`src/rtl/fifo_pack.sv`:
```
// fifo_pack: packs half-word writes into full-width circular-queue entries.
// Optional flush input enabled by FIFO_PACK_FLUSH_EN.
module fifo_pack #(
    parameter int DATA_WIDTH = 8,
    parameter int ADDR_WIDTH = 4
) (
    input  logic                    clk,
    input  logic                    reset,
    input  logic                    wr,
    input  logic [DATA_WIDTH-1:0]   w_data,
    input  logic                    rd,
`ifdef FIFO_PACK_FLUSH_EN
    input  logic                    flush,
`endif
    output logic [2*DATA_WIDTH-1:0] r_data,
    output logic                    empty,
    output logic                    full,
    output logic                    upper
);

    localparam int DEPTH = 2 ** ADDR_WIDTH;

    logic [ADDR_WIDTH-1:0]   wr_ptr_q, wr_ptr_d;
    logic [ADDR_WIDTH-1:0]   rd_ptr_q, rd_ptr_d;
    logic [DATA_WIDTH-1:0]   hold_q, hold_d;
    logic                    upper_q, upper_d;
    logic                    empty_q, empty_d;
    logic                    full_q, full_d;
    logic [2*DATA_WIDTH-1:0] mem_q [DEPTH];

    logic                    flush_in;
    logic                    up_wr;
    logic                    commit_req;
    logic                    commit_ok;
    logic                    rd_ok;
    logic [2*DATA_WIDTH-1:0] commit_data;
    logic [ADDR_WIDTH-1:0]   wr_ptr_inc;
    logic [ADDR_WIDTH-1:0]   rd_ptr_inc;

`ifdef FIFO_PACK_FLUSH_EN
    assign flush_in = flush;
`else
    assign flush_in = 1'b0;
`endif

    always_comb begin
        wr_ptr_inc  = wr_ptr_q + 1'b1;
        rd_ptr_inc  = rd_ptr_q + 1'b1;
        // flush outranks wr, so a write in a flush cycle is dropped
        up_wr       = wr & upper_q & ~flush_in;
        commit_req  = ~upper_q & (flush_in | wr);
        commit_ok   = commit_req & (~full_q | rd);
        rd_ok       = rd & ~empty_q;
        commit_data = flush_in ? {hold_q, {DATA_WIDTH{1'b0}}}
                               : {hold_q, w_data};

        wr_ptr_d = wr_ptr_q;
        rd_ptr_d = rd_ptr_q;
        hold_d   = hold_q;
        upper_d  = upper_q;
        empty_d  = empty_q;
        full_d   = full_q;

        if (up_wr) begin
            hold_d  = w_data;
            upper_d = 1'b0;
        end
        if (commit_ok) begin
            wr_ptr_d = wr_ptr_inc;
            upper_d  = 1'b1;
        end
        if (rd_ok) begin
            rd_ptr_d = rd_ptr_inc;
        end

        if (commit_ok && !rd_ok) begin
            empty_d = 1'b0;
            full_d  = (wr_ptr_inc == rd_ptr_q);
        end else if (rd_ok && !commit_ok) begin
            full_d  = 1'b0;
            empty_d = (rd_ptr_inc == wr_ptr_q);
        end
    end

    always_ff @(posedge clk or negedge reset) begin
        if (!reset) begin
            wr_ptr_q <= '0;
            rd_ptr_q <= '0;
            hold_q   <= '0;
            upper_q  <= 1'b1;
            empty_q  <= 1'b1;
            full_q   <= 1'b0;
        end else begin
            wr_ptr_q <= wr_ptr_d;
            rd_ptr_q <= rd_ptr_d;
            hold_q   <= hold_d;
            upper_q  <= upper_d;
            empty_q  <= empty_d;
            full_q   <= full_d;
        end
    end

    // storage carries no reset; only committed slots are ever read
    always_ff @(posedge clk) begin
        if (commit_ok) begin
            mem_q[wr_ptr_q] <= commit_data;
        end
    end

    assign r_data = mem_q[rd_ptr_q];
    assign empty  = empty_q;
    assign full   = full_q;
    assign upper  = upper_q;

endmodule

```
`config.mk`:
```
export PLATFORM = sky130hd
export DESIGN_NAME = fifo_pack
export DESIGN_NICKNAME = d
export VERILOG_FILES = /design/src/rtl/fifo_pack.sv
export SDC_FILE = /design/constraint.sdc
export NUM_CORES = 1
export LEC_CHECK = 0
export CORE_ASPECT_RATIO = 0.6
export CORE_MARGIN = 2
export CORE_UTILIZATION = 30
export CTS_CLUSTER_SIZE = 25
export DETAILED_ROUTE_END_ITERATION = 16
export HOLD_SLACK_MARGIN = 0.05
export RECOVER_POWER = 100
export SLEW_MARGIN = 10
export SYNTH_ARGS = -nofsm -noshare
export SYNTH_HDL_FRONTEND = slang
export SYNTH_SLANG_ARGS = --single-unit
```
`constraint.sdc`:
```
create_clock -name clk -period 2.1 [get_ports clk]
set_input_delay 0.63 -clock clk [delete_from_list [all_inputs] [get_ports clk]]
set_output_delay 0.63 -clock clk [all_outputs]
set_load 0.005 [all_outputs]
```
# Word-level counts from Yosys, hierarchy flattened
# Memory sizes are Yosys's and may differ from the RTL's.
# Cells that the tools add are included.
# totals
ff_bits	19
word_cells	33
input_bits	12
memories	1
out_inout_bits	19
mem_bits_rw	256
# op_classes
n_eq_ne	2
add_sub_neg	2
bitwise_logic	8
muxes	8
n_reduce_logical	6
# memory_table
memory	words	word_bits	rd	rd_ports_with_merged_regs	write_ports	line_no	rtl
mem_q	16	16	1	0	1	29	logic [2*DATA_WIDTH-1:0] mem_q [DEPTH];
# ops
operator	n
$add 4x1->4 const B	2
$eq 4x4->1	2
$mux 1	8
$and 1x1->1	4
$reduce_bool 2->1	2
$not 1->1	3
$logic_and 1x1->1	2
$logic_not 1->1	2
$or 1x1->1	1

# Longest topological paths before layout
# Gate-level depths: netlist of the first run.
# depth
depth_word	7
mapped_depth	7
ltp_nobuf	7

# Worst setup path after synthesis of the first run
# Ideal clock, no wire load.
# synth_path
path_type	reg2out
startpoint	reg rd_ptr_q[1]
endpoint	out r_data[10]
arrival_time_ns	1.409
path_slack_ns	0.061
path_stages_with_launch	6
n_path_buf	2
required_time_ns	1.470
cell_sequence	dfrtp_1 > buf_6 > clkbuf_1 > mux4_2 > a22oi_1 > nand2_1
# synth_via
elab_chain_cells	1
# synth_rtl
item	line_no	rtl
from (decl)	24	logic [ADDR_WIDTH-1:0] rd_ptr_q, rd_ptr_d;
from (signal assigned)	95	rd_ptr_q <= rd_ptr_d;
$mem_v2 16x16	-	
to (decl)	15	output logic [2*DATA_WIDTH-1:0] r_data,
# Every way passes these cells.

# Worst setup path after layout of the first run
# layout_path
startpoint	reg rd_ptr_q[0]
endpoint	out r_data[10]
# The elaborated chain is that of the path after synthesis.

==> impl_metrics.json, run 1 <==
{
  "status": "finished with violations",
  "violations": "negative setup slack",
  "syn2layout_area_growth_pct": 25.2,
  "ys_seq_elements": 275,
  "die_w_um": 251,
  "p_leak_uw": 0.00467,
  "rows": 54,
  "htreeDepth": 1,
  "finalCritPeriodShare_pct": 143,
  "synth_edf_count": 256,
  "start_util_pct": 30.3,
  "postLayoutCoreUtil_pct": 38.0,
  "multi_input_area_um2": 2870,
  "max_slew_margin_pct": 14.1,
  "synth.avg_cell_area_um2": 19.8,
  "whs_ns": 0.529,
  "worstPathMaxFanout": 8,
  "startpoint": "rd_ptr_q[0]",
  "nFillCells": 3313,
  "powerDensity_nw_per_um2": 1390,
  "yosys-top-cells-count": "edfxtp_1 (256), mux2i_1 (64), mux4_2 (32)",
  "wl_per_cell_um": 23.0,
  "skew_ns": 0.00623,
  "grt_pass1_vias": 5596,
  "wirelength_um": 26900,
  "worst_pin_slew_ns": 1.29,
  "worstSetupStartpointType": "flip-flop",
  "fin_crit_ns": 3.00,
  "yosys.area.top_type": "edfxtp_1",
  "ys.flop_type": "edfxtp_1",
  "cts_tree": "yes",
  "yosys.cell_types.count": 36,
  "rsz0062_at_grt": "yes",
  "antenna_cells": 0,
  "min_path_type": "reg -> reg",
  "postPlaceCellArea_um2": 12400,
  "track_usage_pct": 13.9,
  "drtIter0Drc": 522,
  "cp.required_ns": 1.47,
  "clockBufferDepth": 3,
  "port_buffers": 30,
  "first_pass_iters": 4,
  "clk_latency_ns": 0.52,
  "fin_area_um2": 13800,
  "yosys_warnings": 0,
  "grt_max_degree": 22,
  "hold_viol_final": 0,
  "r2r-end": "mem_q[12][13]",
  "drive_gt1_share_pct": 34.9,
  "synth.most_common_cell": "edfxtp_1",
  "cts_hold_buf": 0,
  "setup-violations-final": 46,
  "ys_async_sr_fraction_pct": 6.91,
  "r2r_start": "full",
  "num_io_pins": 31,
  "setup_ws_ns": -0.900,
  "antenna_found_initial": 0,
  "dpl.hpwl_um": 16200,
  "synthCells": 556,
  "vias": 5663,
  "final.setup.tns_ns": -13.62,
  "max_cap_violations": 0,
  "arrival_ns": 2.37,
  "setup.worst_path.class": "reg -> out",
  "via_per_inst": 4.83,
  "synthTopCellsByArea": "edfxtp_1 (70%), mux4_2 (6.6%), mux2i_1 (5.8%)",
  "clock_sinks": 275,
  "r2r_slack_ns": 0.13,
  "core-area_um2": 36200,
  "peakVddDrop_mv": 0.603,
  "numCtsBuffers": 25,
  "fmax_ghz": 0.333,
  "syn_area_um2": 11000,
  "cp-endpoint": "r_data[10]",
  "endpoint_kind": "output port",
  "drc_errors": 0,
  "grt_pass1_wl_um": 38900,
  "design.die.area_um2": 38200,
  "nets": 696,
  "clk_pin_slew_ns": 0.06,
  "root_buffer": "clkbuf_16",
  "fp.dieH_um": 152,
  "regArea_um2": 8170,
  "synthesis.nets": 574,
  "slew_violations": 0,
  "seq_area_frac_synth_pct": 74.3,
  "rr_worst_depth": 7,
  "overflow": 0,
  "globalplace.congestion": 0.750,
  "synth_top_area_share_pct": 70.0,
  "ant_nets": 0
}
==> cells in the final DEF, fill, tap and decap left out, types with 3 or more instances in the layout <==
cell and count:
clkbuf_8 4, inv_1 4, mux2i_2 13, clkinv_1 4, a221oi_4 3, mux4_2 32
buf_6 9, mux2_2 9, dfrtp_1 15, buf_2 13, o21ai_0 5, clkinv_2 3
ha_1 6, buf_16 3, mux2i_4 4, buf_12 24, nand2_2 4, a221oi_2 29
clkbuf_16 26, dlygate4sd3_1 11, xnor2_1 12, clkbuf_4 3, buf_4 44, nand2_1 17
a22oi_1 7, and2_1 14, clkbuf_1 18, mux2i_1 47, edfxtp_1 256, o21ai_1 14
a22oi_2 9, xor2_1 3
==> routing by layer <==
layer	track usage (%)	vias to the layer above	wire, um
met4	2.55	0	490
met3	2.61	39	1500
met1	22.3	2958	13500
met5	0	-	0
li1	-	2523	-
met2	19.7	143	11400
==> state kept, by name (all words and copies together), names as in the netlist <==
register  count
mem_q       256
rd_ptr_q      4
upper         1
wr_ptr_q      4
empty         1
full          1
hold_q        8
==> cell families after synthesis <==
| family | synth area share [%] |
|---|---|
| flip-flops | 74.3 |
| multiplexers | 13.3 |
| AO/OA/AOI/OAI | 5.40 |
| AND/OR/NAND/NOR | 2.59 |
| buffers and inverters | 2.48 |
| XOR/XNOR | 1.20 |
| adder cells (fa/ha/maj) | 0.683 |
==> report_power, final <==
part	leakage (uW)	switching, uW	internal [uW]
combinational	0.00175	3850	3610
sequential	0.00253	455	6690
clock	0.000394	1900	2580
==> critical path, cell delays in order (launching register included) <==
cell	delay, ns
dfrtp_4	0.49
buf_12	0.16
buf_8	0.14
buf_12	0.14
buf_6	0.11
mux4_2	0.44
a22oi_2	0.14
nand2_1	0.08
buf_2	0.13
==> layout make-up <==
type	instances	share of cell area, %
flip-flops and latches	275	59.4
multi-input cells	248	20.8
repair buffers	123	9.46
clock buffers	36	5.14
well taps	476	4.33
clock inverters	9	0.691
inverters	5	0.136
==> worst min-delay path by stage <==
stage,startpoint,end,cells past startpoint
4_1_cts,reset,full,2
2_1_floorplan,reset,full,0
3_3_place_gp,upper,upper,2
5_1_grt,upper,upper,2
6_report,upper,upper,2
3_5_place_dp,upper,upper,2
==> metrics by stage <==
step | power, uW | std cells | setup WS (ns)
2_1_floorplan | 10900 | 556 | 0.0605
3_3_place_gp | 13500 | 1106 | -0.761
3_5_place_dp | 13500 | 1106 | -0.775
4_1_cts | 19000 | 1172 | -0.939
5_1_grt | 19900 | 1172 | -1.00
6_report | 19100 | 1172 | -0.900
==> what timing repair did <==
item / 4_1_cts / 5_1_grt
setup buffers: 13 / 5
gates cloned: 8 / 1
endpoints found under the hold margin: 0 / 0
endpoints found under the setup margin: 19 / 186
resized for setup: 107 / 48
pin swaps: 53 / 39
(Power assumes the default switching activity.)
==> inputs of run 2 (changes only) <==
--- a/config.mk
+++ b/config.mk
@@ -5,6 +5,7 @@
 export SDC_FILE = /design/constraint.sdc
 export NUM_CORES = 1
 export LEC_CHECK = 0
+export CAP_MARGIN = 20
 export CORE_ASPECT_RATIO = 0.6
 export CORE_MARGIN = 2
 export CORE_UTILIZATION = 30
==> results of run 2 <==
No change in the layout: final DEF, timing and power equal those of run 1.
